File: config.mk
export PLATFORM = sky130hd
export DESIGN_NAME = cordic_fixedpoint_get_phase_addr_ctrl_flat
export DESIGN_NICKNAME = d
export VERILOG_FILES = /design/src/rtl/cordic_fixedpoint_pkg.sv /design/src/rtl/cordic_fixedpoint_get_phase_addr_ctrl_if.sv /design/src/rtl/cordic_fixedpoint_get_phase_addr_enc.sv /design/src/rtl/cordic_fixedpoint_get_phase_addr_ctrl.sv /design/src/flat_wrapper.sv
export SDC_FILE = /design/constraint.sdc
export NUM_CORES = 1
export LEC_CHECK = 0
export BUFFER_PORTS_ARGS = -buffer_cell sky130_fd_sc_hd__clkbuf_2
export CAP_MARGIN = 20
export CORE_ASPECT_RATIO = 1.25
export CORE_UTILIZATION = 30
export DETAILED_ROUTE_END_ITERATION = 12
export GPL_TIMING_DRIVEN = 0
export PLACE_DENSITY_LB_ADDON = 0.12
export SLEW_MARGIN = 20
export SYNTH_ARGS = -nofsm -noshare
export SYNTH_HDL_FRONTEND = slang
export SYNTH_HIERARCHICAL = 1
export SYNTH_SLANG_ARGS = --single-unit
File: constraint.sdc
create_clock -name iClk -period 5 [get_ports iClk]
set_input_delay 1.5 -clock iClk [delete_from_list [all_inputs] [get_ports iClk]]
set_output_delay 1.5 -clock iClk [all_outputs]
set_load 0.005 [all_outputs]
File: src/rtl/cordic_fixedpoint_pkg.sv
// Shared constants, FSM encoding and helpers for the CORDIC phase-address controller.
// Optional feature macro: CORDIC_THERM_ERR_CHK_EN (thermometer monotonicity checker).
package cordic_fixedpoint_pkg;

  localparam int unsigned PW    = 22;
  localparam int unsigned NUM_C = 16;
  localparam int unsigned AW    = 5;
  localparam int unsigned AbsW  = PW - 1;
  localparam int unsigned CfgAW = 4;

  typedef enum logic [1:0] {
    LOAD  = 2'd0,
    RUN   = 2'd1,
    DRAIN = 2'd2
  } ctrlState_t;

  typedef struct packed {
    logic            sign;
    logic [AbsW-1:0] mag;
  } phaseAbs_t;

  // |phase| with the most negative code saturated to the largest magnitude
  function automatic logic [AbsW-1:0] absSat(input logic [PW-1:0] phase);
    logic [AbsW-1:0] neg;
    neg = ~phase[AbsW-1:0] + AbsW'(1);
    if (!phase[PW-1]) begin
      absSat = phase[AbsW-1:0];
    end else if (phase[AbsW-1:0] == '0) begin
      absSat = '1;
    end else begin
      absSat = neg;
    end
  endfunction

endpackage

File: src/rtl/cordic_fixedpoint_get_phase_addr_ctrl_if.sv
// Phase stream, result stream and table-reload signals of the phase-address controller.
// Optional feature macro: CORDIC_THERM_ERR_CHK_EN adds oTherm_err.
interface cordic_fixedpoint_get_phase_addr_ctrl_if;
  import cordic_fixedpoint_pkg::*;

  logic [PW-1:0]    iPhase;
  logic             iPhase_valid;
  logic             oPhase_ready;
  logic [AW-1:0]    oAddr;
  logic [AbsW-1:0]  oPhase_abs;
  logic             oSign;
  logic             oValid;
  logic             iReady;
  logic             iCfg_req;
  logic             oCfg_gnt;
  logic             iCfg_we;
  logic [CfgAW-1:0] iCfg_addr;
  logic [AbsW-1:0]  iCfg_data;
  logic             iCfg_commit;
`ifdef CORDIC_THERM_ERR_CHK_EN
  logic             oTherm_err;
`endif

  modport master (
    output iPhase, iPhase_valid, iReady, iCfg_req, iCfg_we, iCfg_addr, iCfg_data, iCfg_commit,
    input  oPhase_ready, oAddr, oPhase_abs, oSign, oValid, oCfg_gnt
`ifdef CORDIC_THERM_ERR_CHK_EN
    , input oTherm_err
`endif
  );

  modport slave (
    input  iPhase, iPhase_valid, iReady, iCfg_req, iCfg_we, iCfg_addr, iCfg_data, iCfg_commit,
    output oPhase_ready, oAddr, oPhase_abs, oSign, oValid, oCfg_gnt
`ifdef CORDIC_THERM_ERR_CHK_EN
    , output oTherm_err
`endif
  );

endinterface

File: src/rtl/cordic_fixedpoint_get_phase_addr_enc.sv
// Thermometer-to-count encoder; with CORDIC_THERM_ERR_CHK_EN also flags non-thermometer patterns.
module cordic_fixedpoint_get_phase_addr_enc
  import cordic_fixedpoint_pkg::*;
(
  input  logic [NUM_C-1:0] therm,
  output logic [AW-1:0]    addr_c
`ifdef CORDIC_THERM_ERR_CHK_EN
  , output logic           monoOk_c
`endif
);

  // Population count: number of thresholds strictly below |phase|
  always_comb begin
    addr_c = '0;
    for (int k = 0; k < int'(NUM_C); k++) begin
      addr_c = addr_c + AW'(therm[k]);
    end
  end

`ifdef CORDIC_THERM_ERR_CHK_EN
  // Valid pattern is 0..01..1: adding one must clear every set bit
  assign monoOk_c = ((therm & (therm + NUM_C'(1))) == '0);
`endif

endmodule

File: src/rtl/cordic_fixedpoint_get_phase_addr_ctrl.sv
// Phase-address front end: |phase| vs. a reloadable ascending threshold table, encoded as a ROM address.
// Three-stage pipeline under a single stall enable; LOAD/RUN/DRAIN FSM guards table reloads.
// Optional feature macro: CORDIC_THERM_ERR_CHK_EN (sticky oTherm_err on a non-ascending table).
module cordic_fixedpoint_get_phase_addr_ctrl
  import cordic_fixedpoint_pkg::*;
(
  input logic iClk,
  input logic iReset_n,
  cordic_fixedpoint_get_phase_addr_ctrl_if.slave bus
);

  ctrlState_t       state;
  ctrlState_t       stateNext;
  logic [AbsW-1:0]  cTable [NUM_C];
  logic             en;
  logic             accept;
  logic             phaseReady;
  logic             cfgGnt;
  logic             commitOk;
  logic             drained;
  logic             s1Valid;
  logic             s2Valid;
  logic             outValid;
  phaseAbs_t        s1Data;
  phaseAbs_t        s2Data;
  phaseAbs_t        outData;
  logic [NUM_C-1:0] thermNext;
  logic [NUM_C-1:0] s2Therm;
  logic [AW-1:0]    addrNext;
  logic [AW-1:0]    outAddr;

  assign en       = !outValid || bus.iReady;
  assign accept   = bus.iPhase_valid && phaseReady;
  assign drained  = !(s1Valid || s2Valid || outValid);
  assign commitOk = (state == LOAD) && bus.iCfg_commit && !bus.iCfg_req;

  // FSM state register
  always_ff @(posedge iClk or negedge iReset_n) begin
    if (!iReset_n) begin
      state <= LOAD;
    end else begin
      state <= stateNext;
    end
  end

  // FSM next state, grant and input-ready decode
  always_comb begin
    stateNext  = state;
    phaseReady = 1'b0;
    cfgGnt     = 1'b0;
    unique case (state)
      LOAD: begin
        cfgGnt = 1'b1;
        if (commitOk) stateNext = RUN;
      end
      RUN: begin
        phaseReady = !bus.iCfg_req && en;
        if (bus.iCfg_req) stateNext = DRAIN;
      end
      DRAIN: begin
        if (drained) stateNext = LOAD;
      end
      default: stateNext = LOAD;
    endcase
  end

  // Threshold table: writable only while granted
  always_ff @(posedge iClk or negedge iReset_n) begin
    if (!iReset_n) begin
      for (int k = 0; k < int'(NUM_C); k++) cTable[k] <= '0;
    end else if ((state == LOAD) && bus.iCfg_we) begin
      cTable[bus.iCfg_addr] <= bus.iCfg_data;
    end
  end

  // Strict unsigned compare of stage-1 magnitude against every threshold
  always_comb begin
    thermNext = '0;
    for (int k = 0; k < int'(NUM_C); k++) begin
      thermNext[k] = (s1Data.mag > cTable[k]);
    end
  end

`ifdef CORDIC_THERM_ERR_CHK_EN
  logic monoOk;
  logic thermErr;

  cordic_fixedpoint_get_phase_addr_enc uEnc (
    .therm    (s2Therm),
    .addr_c   (addrNext),
    .monoOk_c (monoOk)
  );

  // Sticky table-order error, cleared by an accepted commit
  always_ff @(posedge iClk or negedge iReset_n) begin
    if (!iReset_n) begin
      thermErr <= 1'b0;
    end else if (commitOk) begin
      thermErr <= 1'b0;
    end else if (s2Valid && !monoOk) begin
      thermErr <= 1'b1;
    end
  end

  assign bus.oTherm_err = thermErr;
`else
  cordic_fixedpoint_get_phase_addr_enc uEnc (
    .therm  (s2Therm),
    .addr_c (addrNext)
  );
`endif

  // Three-stage pipeline: abs/sign, threshold compare, encode; all stages advance together
  always_ff @(posedge iClk or negedge iReset_n) begin
    if (!iReset_n) begin
      s1Valid  <= 1'b0;
      s2Valid  <= 1'b0;
      outValid <= 1'b0;
      s1Data   <= '0;
      s2Data   <= '0;
      outData  <= '0;
      s2Therm  <= '0;
      outAddr  <= '0;
    end else if (en) begin
      s1Valid  <= accept;
      s1Data   <= phaseAbs_t'{sign: bus.iPhase[PW-1], mag: absSat(bus.iPhase)};
      s2Valid  <= s1Valid;
      s2Data   <= s1Data;
      s2Therm  <= thermNext;
      outValid <= s2Valid;
      outData  <= s2Data;
      outAddr  <= addrNext;
    end
  end

  assign bus.oPhase_ready = phaseReady;
  assign bus.oCfg_gnt     = cfgGnt;
  assign bus.oValid       = outValid;
  assign bus.oAddr        = outAddr;
  assign bus.oPhase_abs   = outData.mag;
  assign bus.oSign        = outData.sign;

endmodule

File: src/flat_wrapper.sv
// flat-port wrapper written by rule: the top's interface ports become plain ports
module cordic_fixedpoint_get_phase_addr_ctrl_flat import cordic_fixedpoint_pkg::*;
  (iClk, iReset_n, bus_iPhase, bus_iPhase_valid, bus_iReady, bus_iCfg_req, bus_iCfg_we, bus_iCfg_addr, bus_iCfg_data, bus_iCfg_commit, bus_oPhase_ready, bus_oAddr, bus_oPhase_abs, bus_oSign, bus_oValid, bus_oCfg_gnt);
  cordic_fixedpoint_get_phase_addr_ctrl_if bus_i ();
  input logic iClk;
  input logic iReset_n;
  input wire logic [$bits(bus_i.iPhase)-1:0] bus_iPhase;
  input wire logic [$bits(bus_i.iPhase_valid)-1:0] bus_iPhase_valid;
  input wire logic [$bits(bus_i.iReady)-1:0] bus_iReady;
  input wire logic [$bits(bus_i.iCfg_req)-1:0] bus_iCfg_req;
  input wire logic [$bits(bus_i.iCfg_we)-1:0] bus_iCfg_we;
  input wire logic [$bits(bus_i.iCfg_addr)-1:0] bus_iCfg_addr;
  input wire logic [$bits(bus_i.iCfg_data)-1:0] bus_iCfg_data;
  input wire logic [$bits(bus_i.iCfg_commit)-1:0] bus_iCfg_commit;
  output wire logic [$bits(bus_i.oPhase_ready)-1:0] bus_oPhase_ready;
  output wire logic [$bits(bus_i.oAddr)-1:0] bus_oAddr;
  output wire logic [$bits(bus_i.oPhase_abs)-1:0] bus_oPhase_abs;
  output wire logic [$bits(bus_i.oSign)-1:0] bus_oSign;
  output wire logic [$bits(bus_i.oValid)-1:0] bus_oValid;
  output wire logic [$bits(bus_i.oCfg_gnt)-1:0] bus_oCfg_gnt;
  assign bus_i.iPhase = bus_iPhase;
  assign bus_i.iPhase_valid = bus_iPhase_valid;
  assign bus_i.iReady = bus_iReady;
  assign bus_i.iCfg_req = bus_iCfg_req;
  assign bus_i.iCfg_we = bus_iCfg_we;
  assign bus_i.iCfg_addr = bus_iCfg_addr;
  assign bus_i.iCfg_data = bus_iCfg_data;
  assign bus_i.iCfg_commit = bus_iCfg_commit;
  assign bus_oPhase_ready = bus_i.oPhase_ready;
  assign bus_oAddr = bus_i.oAddr;
  assign bus_oPhase_abs = bus_i.oPhase_abs;
  assign bus_oSign = bus_i.oSign;
  assign bus_oValid = bus_i.oValid;
  assign bus_oCfg_gnt = bus_i.oCfg_gnt;
  cordic_fixedpoint_get_phase_addr_ctrl u_core (.iClk(iClk), .iReset_n(iReset_n), .bus(bus_i));
endmodule
# [Word level (Yosys, flattened, before mapping)]
# Cells that the tools add are included.
[word_totals] out_inout_bits=30 ff_bits=428 in_bits=54
[classes] add_sub_neg=16 bitwise=2 muxes=11 n_eq_ne=5 n_lt_le_gt_ge=18 reduce_logical=14
[op_table] operator="$bwmux W336" count=1
[op_table] operator="$gt A21 B21 Y1" count=16
[op_table] operator="$demux W21 S4" count=1
[op_table] operator="$mux W21" count=3
[op_table] operator="$add A5 B1 Y5" count=11
[op_table] operator="$add A21 B1 Y21 const B" count=1
[op_table] operator="$logic_not A21 Y1" count=1
[op_table] operator="$not A21 Y21" count=1
[op_table] operator="$logic_and A1 B1 Y1" count=6
[op_table] operator="$mux W2" count=3
[op_table] operator="$pmux W2 S3" count=1
[op_table] operator="$add A4 B1 Y5" count=1
[op_table] operator="$ge A5 B5 Y1 const B" count=1
[op_table] operator="$lt A5 B1 Y1 const B" count=1
[op_table] operator="$not A4 Y5" count=1
[op_table] operator="$add A3 B1 Y4" count=1
[op_table] operator="$ne A2 B2 Y1 const B" count=2
[op_table] operator="$add A2 B1 Y3" count=1
[op_table] operator="$logic_or A1 B1 Y1" count=3
[op_table] operator="$reduce_and A3 Y1" count=1
[op_table] operator="$add A1 B1 Y2" count=1
[op_table] operator="$eq A2 B1 Y1 const B" count=1
[op_table] operator="$eq A2 B2 Y1 const B" count=1
[op_table] operator="$logic_not A1 Y1" count=2
[op_table] operator="other kinds (3)" count=4

# [Longest topological paths before layout]
[depth] depth_word=15 ltp_mapped=14 mapped_depth_nobuf=14

# [Cells and area by module]
# The synthesis kept the hierarchy.
[modules_own_cells] mod="cordic_fixedpoint_get_phase_addr_ctrl" cells_per_inst=2420 n_inst=1 area_each_um2=24562.3 seq_area_each_um2=10710.3
[modules_own_cells] mod="cordic_fixedpoint_get_phase_addr_enc" cells_per_inst=47 n_inst=1 area_each_um2=407.9 seq_area_each_um2=0.0

# [Least setup slack after synthesis]
# OpenSTA, ideal clock, no wires.
[synth_path] kind="input to output" start="in bus_iReady" end="out bus_oPhase_ready" arrival_time_ns=2.292 required_ns=3.500 n_path_buf=2 path_slack_ns=1.208 path_stages=4 cell_sequence="nor2b_1 > clkbuf_1 > buf_1 > nor4b_1"
[synth_between] elab_chain_len=3
[synth_rtl] item="from (decl)" line_no="flat_wrapper.sv:9" rtl="input wire logic [$bits(bus_i.iReady)-1:0] bus_iReady;"
[synth_rtl] item="$logic_or A1 B1 Y1" line_no="cordic_fixedpoint_get_phase_addr_ctrl.sv:32" rtl="assign en = !outValid || bus.iReady;"
[synth_rtl] item="$logic_and A1 B1 Y1" line_no="cordic_fixedpoint_get_phase_addr_ctrl.sv:57" rtl="phaseReady = !bus.iCfg_req && en;"
[synth_rtl] item="$mux W1" line_no="cordic_fixedpoint_get_phase_addr_ctrl.sv:51" rtl="unique case (state)"
[synth_rtl] item="to (decl)" line_no="flat_wrapper.sv:15" rtl="output wire logic [$bits(bus_i.oPhase_ready)-1:0] bus_oPhase_ready;"
# No other way between the ends.

# [Worst setup path in the final report]
# Same ends and word-level chain as after synthesis.

==> flow_summary.yaml <==
clock_tree:
  cts.clk_slew.worst_paths_ns: 0.05
  cts_tree: "done"
  cts_buffers: 53
  cts.sinks: 428
  insertion_delay_ns: 0.60
  clock_path_buffers: 3
  ctsHoldBuffers: 0
  h-tree-depth: 2
  cts-root-buf: "clkbuf_16"
sta:
  final.period_utilization_pct: 94.5
  grt_setup_unrepaired: "no"
  worst_pin_slew_ns: 1.14
  skew_ns: 0.0194
  max_freq_mhz: 212
  min_period_ns: 4.73
  hold_viol_final: 0
  setup_viol_count_final: 0
  finalMaxSlewViolations: 0
  slew_headroom_pct: 23.9
  setup_ws_ns: 0.274
grt:
  grt_pass1_wl_um: 112000
  grt.total_usage_pct: 17.4
  grt_max_degree: 88
  overflow: 0
  grt_pass1_vias: 19300
  antenna_found_initial: 1
logic_synthesis:
  yosysWarnings: 6
  synth_edf_count: 0
  synth_largest_area_cell: "dfrtp_1"
  synth.distinct_cells: 53
  syn_area_sq_mm: 0.0250
  avgSynthCellArea_sq_um: 10.1
  syn_inst: 2467
  yosys-top-cells-area: "dfrtp_1, ha_1, mux2_2, inv_1, nand2_1"
  synth_flop_cell: "dfrtp_1"
  synth_seq_area_share_pct: 42.9
  synthArstFlopShare_pct: 100
  synth_top_area_share_pct: 42.9
  ys_seq_elements: 428
  synth_fp_nets: 2873
worst_hold_path:
  hold-path-cell-count: 2
  hold_path.class: "flip-flop to flip-flop"
  whs_endpoint: "u_core/s2Data[21]"
  worstHoldStart: "u_core/s2Data[21]"
layout:
  diodes: 0
  fin_nets: 3014
  post-route-cell-area_sq_mm: 0.0287
  layout-drive-gt1-share_pct: 16.8
  final_cells: 3720
  syn_to_final_growth_pct: 15.0
placement:
  dpl_cell_area_sq_mm: 0.0269
  dp_cells: 3624
  gp_congestion: 0.859
  dp_slack_ns: -0.418
  hpwl_um: 55400
  numPortBuffers: 81
detailed_routing:
  vias_per_cell: 4.91
  dr.pass1.iters: 5
  route.vias.total: 18300
  drt_wl_total_um: 72500
  drc: 0
  post_drt_wl_per_cell_um: 19.5
  drtIter0Drc: 778
  ant_nets: 0
power_and_ir_drop:
  power_frac_comb_pct: 37.2
  clkPwrFrac_pct: 28.2
  p_sw_share_pct: 35.4
  ir_worst_vdd_mv: 0.407
  p_switching_mw: 5.06
  seqPwrFrac_pct: 34.7
  powerDensity_mw_per_mm2: 499
  p_leak_nw: 13.8
  internal_power_mw: 9.25
run:
  drv_cap: 0
die:
  row_count: 117
  die-area_sq_mm: 0.0844
  core_sq_mm: 0.0820
  ios: 84
  start_util_pct: 30.5
  die_w_um: 260
  die_h_um: 325
status:
  status: "finished, final reports clean"
critical_path:
  crit_path_start_kind: "input port"
  r2r_cells: 12
  crit_type: "input port to output port"
  arrival_ns: 3.23
  critPathMaxFanout: 10
  worst_r2r_endpoint: "u_core/bus.oAddr[3]"
  cp-end-kind: "output port"
  rrSetupSlack_ns: 1.32
  required_ns: 3.50
  regToRegStartpoint: "u_core/s2Therm[1]"
cell type report:
cell class | count | area [sq um]
Clock inverter | 16 | 234
Fill cell | 8333 | 53300
Sequential cell | 428 | 10700
Timing Repair Buffer | 86 | 552
Multi-Input combinational cell | 1601 | 12600
Inverter | 352 | 1320
Clock buffer | 80 | 1600
Buffer | 86 | 357
Tap cell | 1071 | 1340
placed cells by master, fill, tap and decap left out, types with 6 or more instances in the layout:
| cell | synthesis | layout |
|---|---|---|
| or3_1 | 13 | 13 |
| bufinv_16 | 0 | 6 |
| nand2_1 | 332 | 332 |
| buf_2 | 8 | 8 |
| a211o_1 | 15 | 15 |
| a21oi_1 | 163 | 163 |
| clkbuf_1 | 70 | 81 |
| nand3_1 | 52 | 52 |
| a21o_1 | 26 | 26 |
| o21a_1 | 12 | 12 |
| fa_1 | 10 | 10 |
| ha_1 | 342 | 342 |
| and4_1 | 24 | 24 |
| clkbuf_2 | 0 | 81 |
| nand2b_1 | 8 | 8 |
| clkbuf_16 | 0 | 55 |
| xnor2_1 | 7 | 7 |
| mux2_2 | 256 | 256 |
| a211oi_1 | 11 | 11 |
| nor4bb_1 | 11 | 11 |
| dfrtp_1 | 428 | 427 |
| o21ai_0 | 127 | 127 |
| clkinv_2 | 0 | 9 |
| nor3_1 | 9 | 9 |
| o31ai_1 | 7 | 7 |
| nand4_1 | 56 | 56 |
| xor2_1 | 13 | 13 |
| clkbuf_8 | 0 | 14 |
| a221oi_1 | 12 | 12 |
| nor2_1 | 40 | 40 |
| inv_1 | 352 | 352 |
registers in the layout, indices dropped and copies added, names as in the netlist:
name	count
u_core/s2Data	22
u_core/bus.oSign	1
u_core/s1Data	22
u_core/bus.oPhase_abs	21
u_core/s2Valid	1
u_core/s2Therm	16
u_core/state	2
u_core/bus.oAddr	5
u_core/s1Valid	1
u_core/cTable	336
u_core/bus.oValid	1
power groups by stage:
stage	sequential (mW)	clock [mW]	combinational [mW]
6_report	4.96	4.03	5.32
3_3_place_gp	5.02	0	5.16
3_5_place_dp	5.03	0	5.37
4_1_cts	4.97	4.18	5.39
2_1_floorplan	4.80	0	3.83
5_1_grt	5.09	4.33	6.13
critical path, stage by stage:
cell	delay, ns
clkbuf_2	0.09
nor2b_1	0.35
clkbuf_2	0.37
clkdlybuf4s15_2	0.58
nor4b_1	0.15
clkbuf_2	0.15
logic make-up (layout without fill, tap and decap cells):
logic type                 count (synthesis)  in the layout  share of synthesized area (%)
buffers and inverters                    438            620                           6.68
xor gates and xnor gates                  20             20                          0.702
AOI/OAI and AO/OA                        396            396                           9.21
and+or+nand+nor                          576            576                           11.0
muxes                                    257            257                           11.6
adders and majority gates                352            352                           17.9
DFF                                      428            428                           42.9
what timing repair did:
item	4_1_cts	5_1_grt
setup buffers	0	0
endpoints found under the setup margin	1	0
resized for setup	3	0
cell usage after synthesis (9+ instances only):
master,n
o21a_1,12
or3_1,13
a211oi_1,11
dfrtp_1,428
ha_1,342
o21ai_0,127
a21oi_1,163
and4_1,24
clkbuf_1,70
nor2_1,40
nand3_1,52
a221oi_1,12
inv_1,352
a211o_1,15
xor2_1,13
nor4bb_1,11
fa_1,10
nand4_1,56
mux2_2,256
a21o_1,26
nor3_1,9
nand2_1,332
routing by layer:
layer	GRT usage [%]	routed length (um)	up-vias
met1	20.2	29700	9065
met2	31.3	37000	270
met4	8.63	3830	0
met5	0	0	-
met3	2.11	2050	139
li1	-	-	8800
per-stage QoR:
stage / utilization, % / hold WS (ns) / setup TNS [ns] / total power [mW]
floorplan: - / 0.439 / 0 / 8.63
CTS: 35.0 / 0.468 / 0 / 14.5
detailed placement: 32.8 / 0.455 / -0.430 / 10.4
global route: 35.0 / 0.490 / 0 / 15.5
finish: 35.0 / 0.463 / 0 / 14.3
global placement: 32.6 / 0.451 / -3313.14 / 10.2
worst max path at each step:
stage	start	to	slack (ns)	cells past startpoint
after floorplan	bus_iReady	bus_oPhase_ready	1.21	4
after global placement	iReset_n	u_core/cTable[276]	-7.81	1
after detailed placement	bus_iReady	bus_oPhase_ready	-0.42	6
after CTS	bus_iReady	bus_oPhase_ready	0.12	6
after global routing	bus_iReady	bus_oPhase_ready	0.13	6
final	bus_iReady	bus_oPhase_ready	0.27	6
Power figures use the tool's default switching activity.
